File: config.mk
export PLATFORM = sky130hd
export DESIGN_NAME = ram_initiator
export DESIGN_NICKNAME = d
export VERILOG_FILES = /design/src/rtl/ram_initiator.sv
export SDC_FILE = /design/constraint.sdc
export NUM_CORES = 1
export LEC_CHECK = 0
export ABC_CLOCK_PERIOD_IN_PS = 2750
export BUFFER_PORTS_ARGS = -buffer_cell sky130_fd_sc_hd__buf_2
export CAP_MARGIN = 10
export CORE_MARGIN = 1
export CORE_UTILIZATION = 50
export CTS_CLUSTER_DIAMETER = 80
export DETAILED_ROUTE_END_ITERATION = 7
export PLACE_DENSITY = 0.95
export SLEW_MARGIN = 20
export SYNTH_ARGS = -nofsm -noshare
export SYNTH_HDL_FRONTEND = slang
export SYNTH_SLANG_ARGS = --single-unit
File: constraint.sdc
create_clock -name clk -period 2.75 [get_ports clk]
set_clock_uncertainty 0.2 [all_clocks]
set_input_delay 0.1375 -clock clk [delete_from_list [all_inputs] [get_ports clk]]
set_output_delay 0.1375 -clock clk [all_outputs]
set_load 0.02 [all_outputs]
File: src/rtl/ram_initiator.sv
// Request-side master for a single-port synchronous RAM: one request in, one response out.
// Build with RAM_INITIATOR_VERIFY_EN to add a read-back check after every write.
module ram_initiator #(
    parameter int ADDR_W = 8,
    parameter int DATA_W = 8
) (
    input  logic              clk,
    input  logic              rst,
    input  logic              req_valid,
    output logic              req_ready,
    input  logic              req_we,
    input  logic [ADDR_W-1:0] req_addr,
    input  logic [DATA_W-1:0] req_wdata,
    output logic              rsp_valid,
    input  logic              rsp_ready,
    output logic              rsp_we,
    output logic [DATA_W-1:0] rsp_rdata,
    output logic              rsp_err,
    output logic              mem_ce,
    output logic              mem_we,
    output logic [ADDR_W-1:0] mem_addr,
    output logic [DATA_W-1:0] mem_wdata,
    input  logic [DATA_W-1:0] mem_rdata
);

    typedef enum logic [2:0] {
        IDLE  = 3'd0,
        ISSUE = 3'd1,
        WAIT  = 3'd2,
        RESP  = 3'd3
`ifdef RAM_INITIATOR_VERIFY_EN
        ,
        VRD   = 3'd4,
        VWAIT = 3'd5
`endif
    } state_t;

    state_t              state_q, state_d;
    logic                lat_we_q, lat_we_d;
    logic                mem_ce_d, mem_we_d;
    logic [ADDR_W-1:0]   mem_addr_d;
    logic [DATA_W-1:0]   mem_wdata_d;
    logic                rsp_valid_d, rsp_we_d;
    logic [DATA_W-1:0]   rsp_rdata_d;

`ifdef RAM_INITIATOR_VERIFY_EN
    logic                rsp_err_q, rsp_err_d;
    logic [DATA_W-1:0]   lat_wdata_q;

    assign rsp_err = rsp_err_q;

    // Expected read-back value; pure data, so no reset.
    always_ff @(posedge clk) begin
        if (state_q == IDLE && req_valid)
            lat_wdata_q <= req_wdata;
    end
`else
    assign rsp_err = 1'b0;
`endif

    assign req_ready = (state_q == IDLE) && !rst;

    // State and registered outputs
    always_ff @(posedge clk or posedge rst) begin
        if (rst) begin
            state_q   <= IDLE;
            lat_we_q  <= 1'b0;
            mem_ce    <= 1'b0;
            mem_we    <= 1'b0;
            mem_addr  <= '0;
            mem_wdata <= '0;
            rsp_valid <= 1'b0;
            rsp_we    <= 1'b0;
            rsp_rdata <= '0;
`ifdef RAM_INITIATOR_VERIFY_EN
            rsp_err_q <= 1'b0;
`endif
        end else begin
            state_q   <= state_d;
            lat_we_q  <= lat_we_d;
            mem_ce    <= mem_ce_d;
            mem_we    <= mem_we_d;
            mem_addr  <= mem_addr_d;
            mem_wdata <= mem_wdata_d;
            rsp_valid <= rsp_valid_d;
            rsp_we    <= rsp_we_d;
            rsp_rdata <= rsp_rdata_d;
`ifdef RAM_INITIATOR_VERIFY_EN
            rsp_err_q <= rsp_err_d;
`endif
        end
    end

    // Next-state logic
    always_comb begin
        state_d = state_q;
        case (state_q)
            IDLE:  if (req_valid) state_d = ISSUE;
`ifdef RAM_INITIATOR_VERIFY_EN
            ISSUE: state_d = lat_we_q ? VRD : WAIT;
            VRD:   state_d = VWAIT;
            VWAIT: state_d = RESP;
`else
            ISSUE: state_d = lat_we_q ? RESP : WAIT;
`endif
            WAIT:  state_d = RESP;
            RESP:  if (rsp_ready) state_d = IDLE;
            default: state_d = IDLE;
        endcase
    end

    // Next values of the registered outputs; address and write data hold when idle.
    always_comb begin
        lat_we_d    = lat_we_q;
        mem_ce_d    = 1'b0;
        mem_we_d    = 1'b0;
        mem_addr_d  = mem_addr;
        mem_wdata_d = mem_wdata;
        rsp_valid_d = rsp_valid;
        rsp_we_d    = rsp_we;
        rsp_rdata_d = rsp_rdata;
`ifdef RAM_INITIATOR_VERIFY_EN
        rsp_err_d   = rsp_err_q;
`endif
        case (state_q)
            IDLE: begin
                if (req_valid) begin
                    lat_we_d    = req_we;
                    mem_ce_d    = 1'b1;
                    mem_we_d    = req_we;
                    mem_addr_d  = req_addr;
                    mem_wdata_d = req_wdata;
                end
            end
            ISSUE: begin
                if (lat_we_q) begin
`ifdef RAM_INITIATOR_VERIFY_EN
                    mem_ce_d    = 1'b1;
`else
                    rsp_valid_d = 1'b1;
                    rsp_we_d    = 1'b1;
                    rsp_rdata_d = '0;
`endif
                end
            end
            WAIT: begin
                rsp_valid_d = 1'b1;
                rsp_we_d    = 1'b0;
                rsp_rdata_d = mem_rdata;
`ifdef RAM_INITIATOR_VERIFY_EN
                rsp_err_d   = 1'b0;
`endif
            end
`ifdef RAM_INITIATOR_VERIFY_EN
            VWAIT: begin
                rsp_valid_d = 1'b1;
                rsp_we_d    = 1'b1;
                rsp_rdata_d = mem_rdata;
                rsp_err_d   = (mem_rdata != lat_wdata_q);
            end
`endif
            RESP: begin
                if (rsp_ready) begin
                    rsp_valid_d = 1'b0;
`ifdef RAM_INITIATOR_VERIFY_EN
                    rsp_err_d   = 1'b0;
`endif
                end
            end
            default: ;
        endcase
    end

endmodule

======== Word-level counts from Yosys, hierarchy flattened ========
Index checks and enable logic that the tools add are counted.
storage, ports and cells
  word-level logic and storage cells ...... 38
  flip-flop bits (word level) ............. 32
  output and inout bits ................... 30
operators by class
  reduce and logical (&&, ||, !) cells .... 9
  mux-type cells .......................... 14
  equality and inequality tests ........... 6
operators with widths
  cell                number
  $pmux 8 s2          1
  $pmux 3 s4          1
  $mux 8              1
  $mux 1              7
  $eq 3x2->1 const B  2
  $mux 3              2
  $ne 2x2->1 const B  3
  $reduce_and 2->1    3
  $eq 3x1->1 const B  1
  $logic_not 3->1     1
  $pmux 1 s3          1
  $reduce_and 3->1    1
  $reduce_bool 3->1   1
  $pmux 1 s2          1
  $reduce_bool 2->1   1
  $logic_and 1x1->1   1
  $logic_not 1->1     1

======== Longest topological paths before layout ========
  depth in word-level cells ............... 3
  mapped depth ............................ 6
  depth with buffers taken out ............ 5

======== Least setup slack after synthesis ========
No wires, ideal clock.
  kind .................................... reg2reg
  start ................................... reg state_q[1]
  end ..................................... reg rsp_rdata[0]
  setup time .............................. 0.076 ns
  cell stages (with the launch flop) ...... 7
  arrival ................................. 1.347 ns
  period minus slack after synthesis ...... 1.623 ns
  data required time ...................... 2.474 ns
  setup slack ............................. 1.127 ns
  path through ............................ dfrtp_1 -> inv_1 -> ha_1 -> mux2i_4 -> buf_6 -> nand2_1 -> o21ai_1
between the ends
  longest elaborated chain between the ends .. 3
RTL lines
  what                                                       RTL line  source
  start: declaration                                         38        state_t state_q, state_d;
  start signal: assignment                                   79        state_q <= state_d;
  $eq 3x1->1 or $eq 3x2->1 (tied branches)                   125       case (state_q)
  $ne 2x2->1 (no line) or $reduce_bool 2->1 (tied branches)  --
  $reduce_and 2->1 (no line)                                 --
  end signal: assignment                                     87        rsp_rdata <= rsp_rdata_d;
  end: declaration                                           17        output logic [DATA_W-1:0] rsp_rdata,
Parallel ways exist; a longest one is shown, timed or not.
A chain may end at the register's enable or synchronous reset.

======== Final worst setup path ========
  start ................................... reg state_q[1]
  end ..................................... reg rsp_rdata[6]
Same word-level chain as after synthesis.

==> metrics.cfg <==
[worst_setup_path]
critPathSlowestCell = mux2i_4
worstPathArrival_ps = 1920
start_kind = flip-flop
max_stage_delay_ps = 540
worst-path-stages = 5
rrSetupSlack_ps = 850
reg2reg_from = state_q[1]
path_buf_inv = 1
worstSetupPathType = reg2reg
reg2reg_depth = 5
cp-end-kind = flip-flop
path_cells = inv_1 -> ha_1 -> mux2i_4 -> nand2_1 -> o21ai_1
crit_family = multiplexers
required_ps = 2770
path_max_fanout = 18
reg2reg_to = rsp_rdata[6]

[clocking]
cts_buffer_depth = 2
cts_tree = yes
cts-resized-gates = 0
h-tree-depth = 2
clkTransAtPathRegs_ps = 80
cts_made_buffers = 5
clkSinkCount = 31
insertion_delay_ps = 300
cts_root_buf = clkbuf_4
cts_setup_buffers = 0

[floorplan]
rows = 18
coreArea_um2 = 2520
die_y_um = 54.1
start_util_pct = 53.8
die_w_um = 54.1
dieArea_um2 = 2930
ioPinCount = 59

[sta]
relSlewSlack_pct = 58.3
finalCriticalPeriod_ps = 1900
setup-tns-final_ps = 0
finalHoldViolCount = 0
fmax_mhz = 526
setup_violations = 0
finalMaxSlewViolations = 0
tightestPinTransition_ps = 624
min_period_over_period_pct = 69.2
rsz0062_at_grt = false

[yosys]
synth_adder_area_share_pct = 4.61
synth-simple-area-share_pct = 8.57
ys_top_cells_by_area = dfrtp_1 (57%), mux2_4 (10%), mux2_2 (6.6%)
synthCells = 105
muxShareOfSynthArea_pct = 18.2
synthXorXnorAreaFrac_pct = 0
avgSynthCellArea_um2 = 12.9
synth-compound-area-share_pct = 7.28
seq_area_frac_synth_pct = 57.1
yosys.area.top_type_share_pct = 57.1
synth_top_family_by_area = multiplexers
syn_nets = 139
synth_largest_area_cell = dfrtp_1
yosys_warnings = 0
ys_ff_latch = 31
synthDistinctLibCells = 25
netlist_area_um2 = 1360

[finish]
final_nets = 226
mostFrequentLayoutCell = buf_2
syn_to_final_growth_pct = 44.2
final_cell_mix = buf_2 (57), dfrtp_1 (31), dlygate4sd3_1 (27)
drive_gt1_share_pct = 44.5
num_antenna_cells = 0
design_area_um2 = 1960

[hold_path]
hold_start = rsp_ready
holdPathStages = 4
hp-class = in2reg
worstHoldEndpoint = state_q[0]

[global_route]
grt_usage_pct = 25.6
grt_overflow = 0
grt_max_degree = 32
grt_pass1_vias = 1100
grt_pass1_wl_um = 5020
antenna_found_initial = 0

[power]
netSwitchingPower_w = 0.000860
clock_power_share_pct = 10.7
switching_share_pct = 41.4
seqPwrFrac_pct = 37.5
peakVddDrop_mv = 0.736
powerDensity_nw_per_um2 = 1060
comb_power_share_pct = 51.8
power.total_w = 0.00208
internal-power_w = 0.00122
p_leak_nw = 1.03

[routing]
drt_iter0_drc = 16
wl_per_cell_um = 14.7
vias = 1108
ant_nets = 0
drtPass1Iterations = 4
drc = 0
routed_wl_um = 3260
viasPerCell = 5.01

[placement]
placed_area_um2 = 1650
gp_congestion = 0.650
port_buffers = 57
hpwl_um = 2120

[status]
status = finished clean

[run]
cap_viol_max_count = 0

worst max-delay path by stage:
stage / start / endpoint / slack [ps]
final: state_q[1] / rsp_rdata[6] / 850
after global routing: state_q[1] / rsp_rdata[6] / 740
after CTS: state_q[1] / rsp_rdata[6] / 870
after detailed placement: state_q[1] / rsp_rdata[6] / 900
after global placement: state_q[1] / rsp_rdata[0] / 1050
after floorplan: state_q[1] / rsp_rdata[0] / 1130
cell families (layout without fill, tap and decap cells):
| family | Yosys count | in the layout |
|---|---|---|
| DFF | 31 | 31 |
| and+or+nand+nor | 25 | 25 |
| muxes | 18 | 18 |
| AOI/OAI and AO/OA | 16 | 16 |
| buffers and inverters | 9 | 95 |
| adders and majority gates | 5 | 5 |
| other | 1 | 1 |
state kept, by name (all words and copies together) (netlist names):
signal / count
lat_we_q: 1
mem_addr: 8
mem_ce: 1
mem_wdata: 8
mem_we: 1
rsp_rdata: 8
rsp_valid: 1
rsp_we: 1
state_q: 2
per-layer routing:
| layer | up-vias | GRT usage [%] | routed length [um] |
|---|---|---|---|
| li1 | 523 | - | - |
| met1 | 538 | 27.5 | 1250 |
| met2 | 39 | 45.3 | 1770 |
| met3 | 8 | 8.76 | 154 |
| met4 | 0 | 10.7 | 82 |
| met5 | - | 0 | 0 |
stage by stage:
stage / cells / utilization (%) / worst slack [ps] / hold slack (ps)
floorplan: 105 / - / 1130 / 41.0
detailed placement: 188 / 65.3 / 901 / 173
finish: 221 / 77.6 / 848 / 37.8
global placement: 188 / 65.3 / 1050 / 169
CTS: 221 / 77.6 / 875 / 16.7
global route: 221 / 77.6 / 741 / 30.3
final cells by class:
cell class	instances	area, um2
multi-input cells	65	529
clock buffers	6	41.3
repair buffers	84	556
well taps	30	37.5
flip-flops and latches	31	776
fillers	152	564
inverters	5	18.8
power by group through the flow:
stage          sequential (W)  combinational, W  clock [W]
2_1_floorplan        0.000973          0.000562          0
3_3_place_gp         0.000758          0.000983          0
3_5_place_dp         0.000784           0.00104          0
4_1_cts              0.000774           0.00108   0.000229
5_1_grt              0.000799           0.00116   0.000253
6_report             0.000779           0.00107   0.000223
synthesized netlist by cell type (all sizes together):
library cell,instances
conb,1
mux2i,1
a21o,1
buf,3
o21ai,10
a21oi,2
nor2,1
a21boi,1
and3,1
inv,5
clkbuf,1
a211oi,1
nand2,19
dfrtp,31
mux2,17
ha,5
o32ai,1
nor2b,4
worst register-to-register path, delay by kind of cell, from the launching register on:
kind            cells  cell delay (ps)
compound gates      1              120
fa+ha+maj           1              290
buf+inv             1              100
flops               1              440
mux                 1              540
simple gates        1              130
timing repair:
action                                 4_1_cts  5_1_grt
hold buffers                                27        0
setup endpoints to repair                    0        0
endpoints found under the hold margin       57        0
No activity file was read; power rests on OpenSTA's default activity.
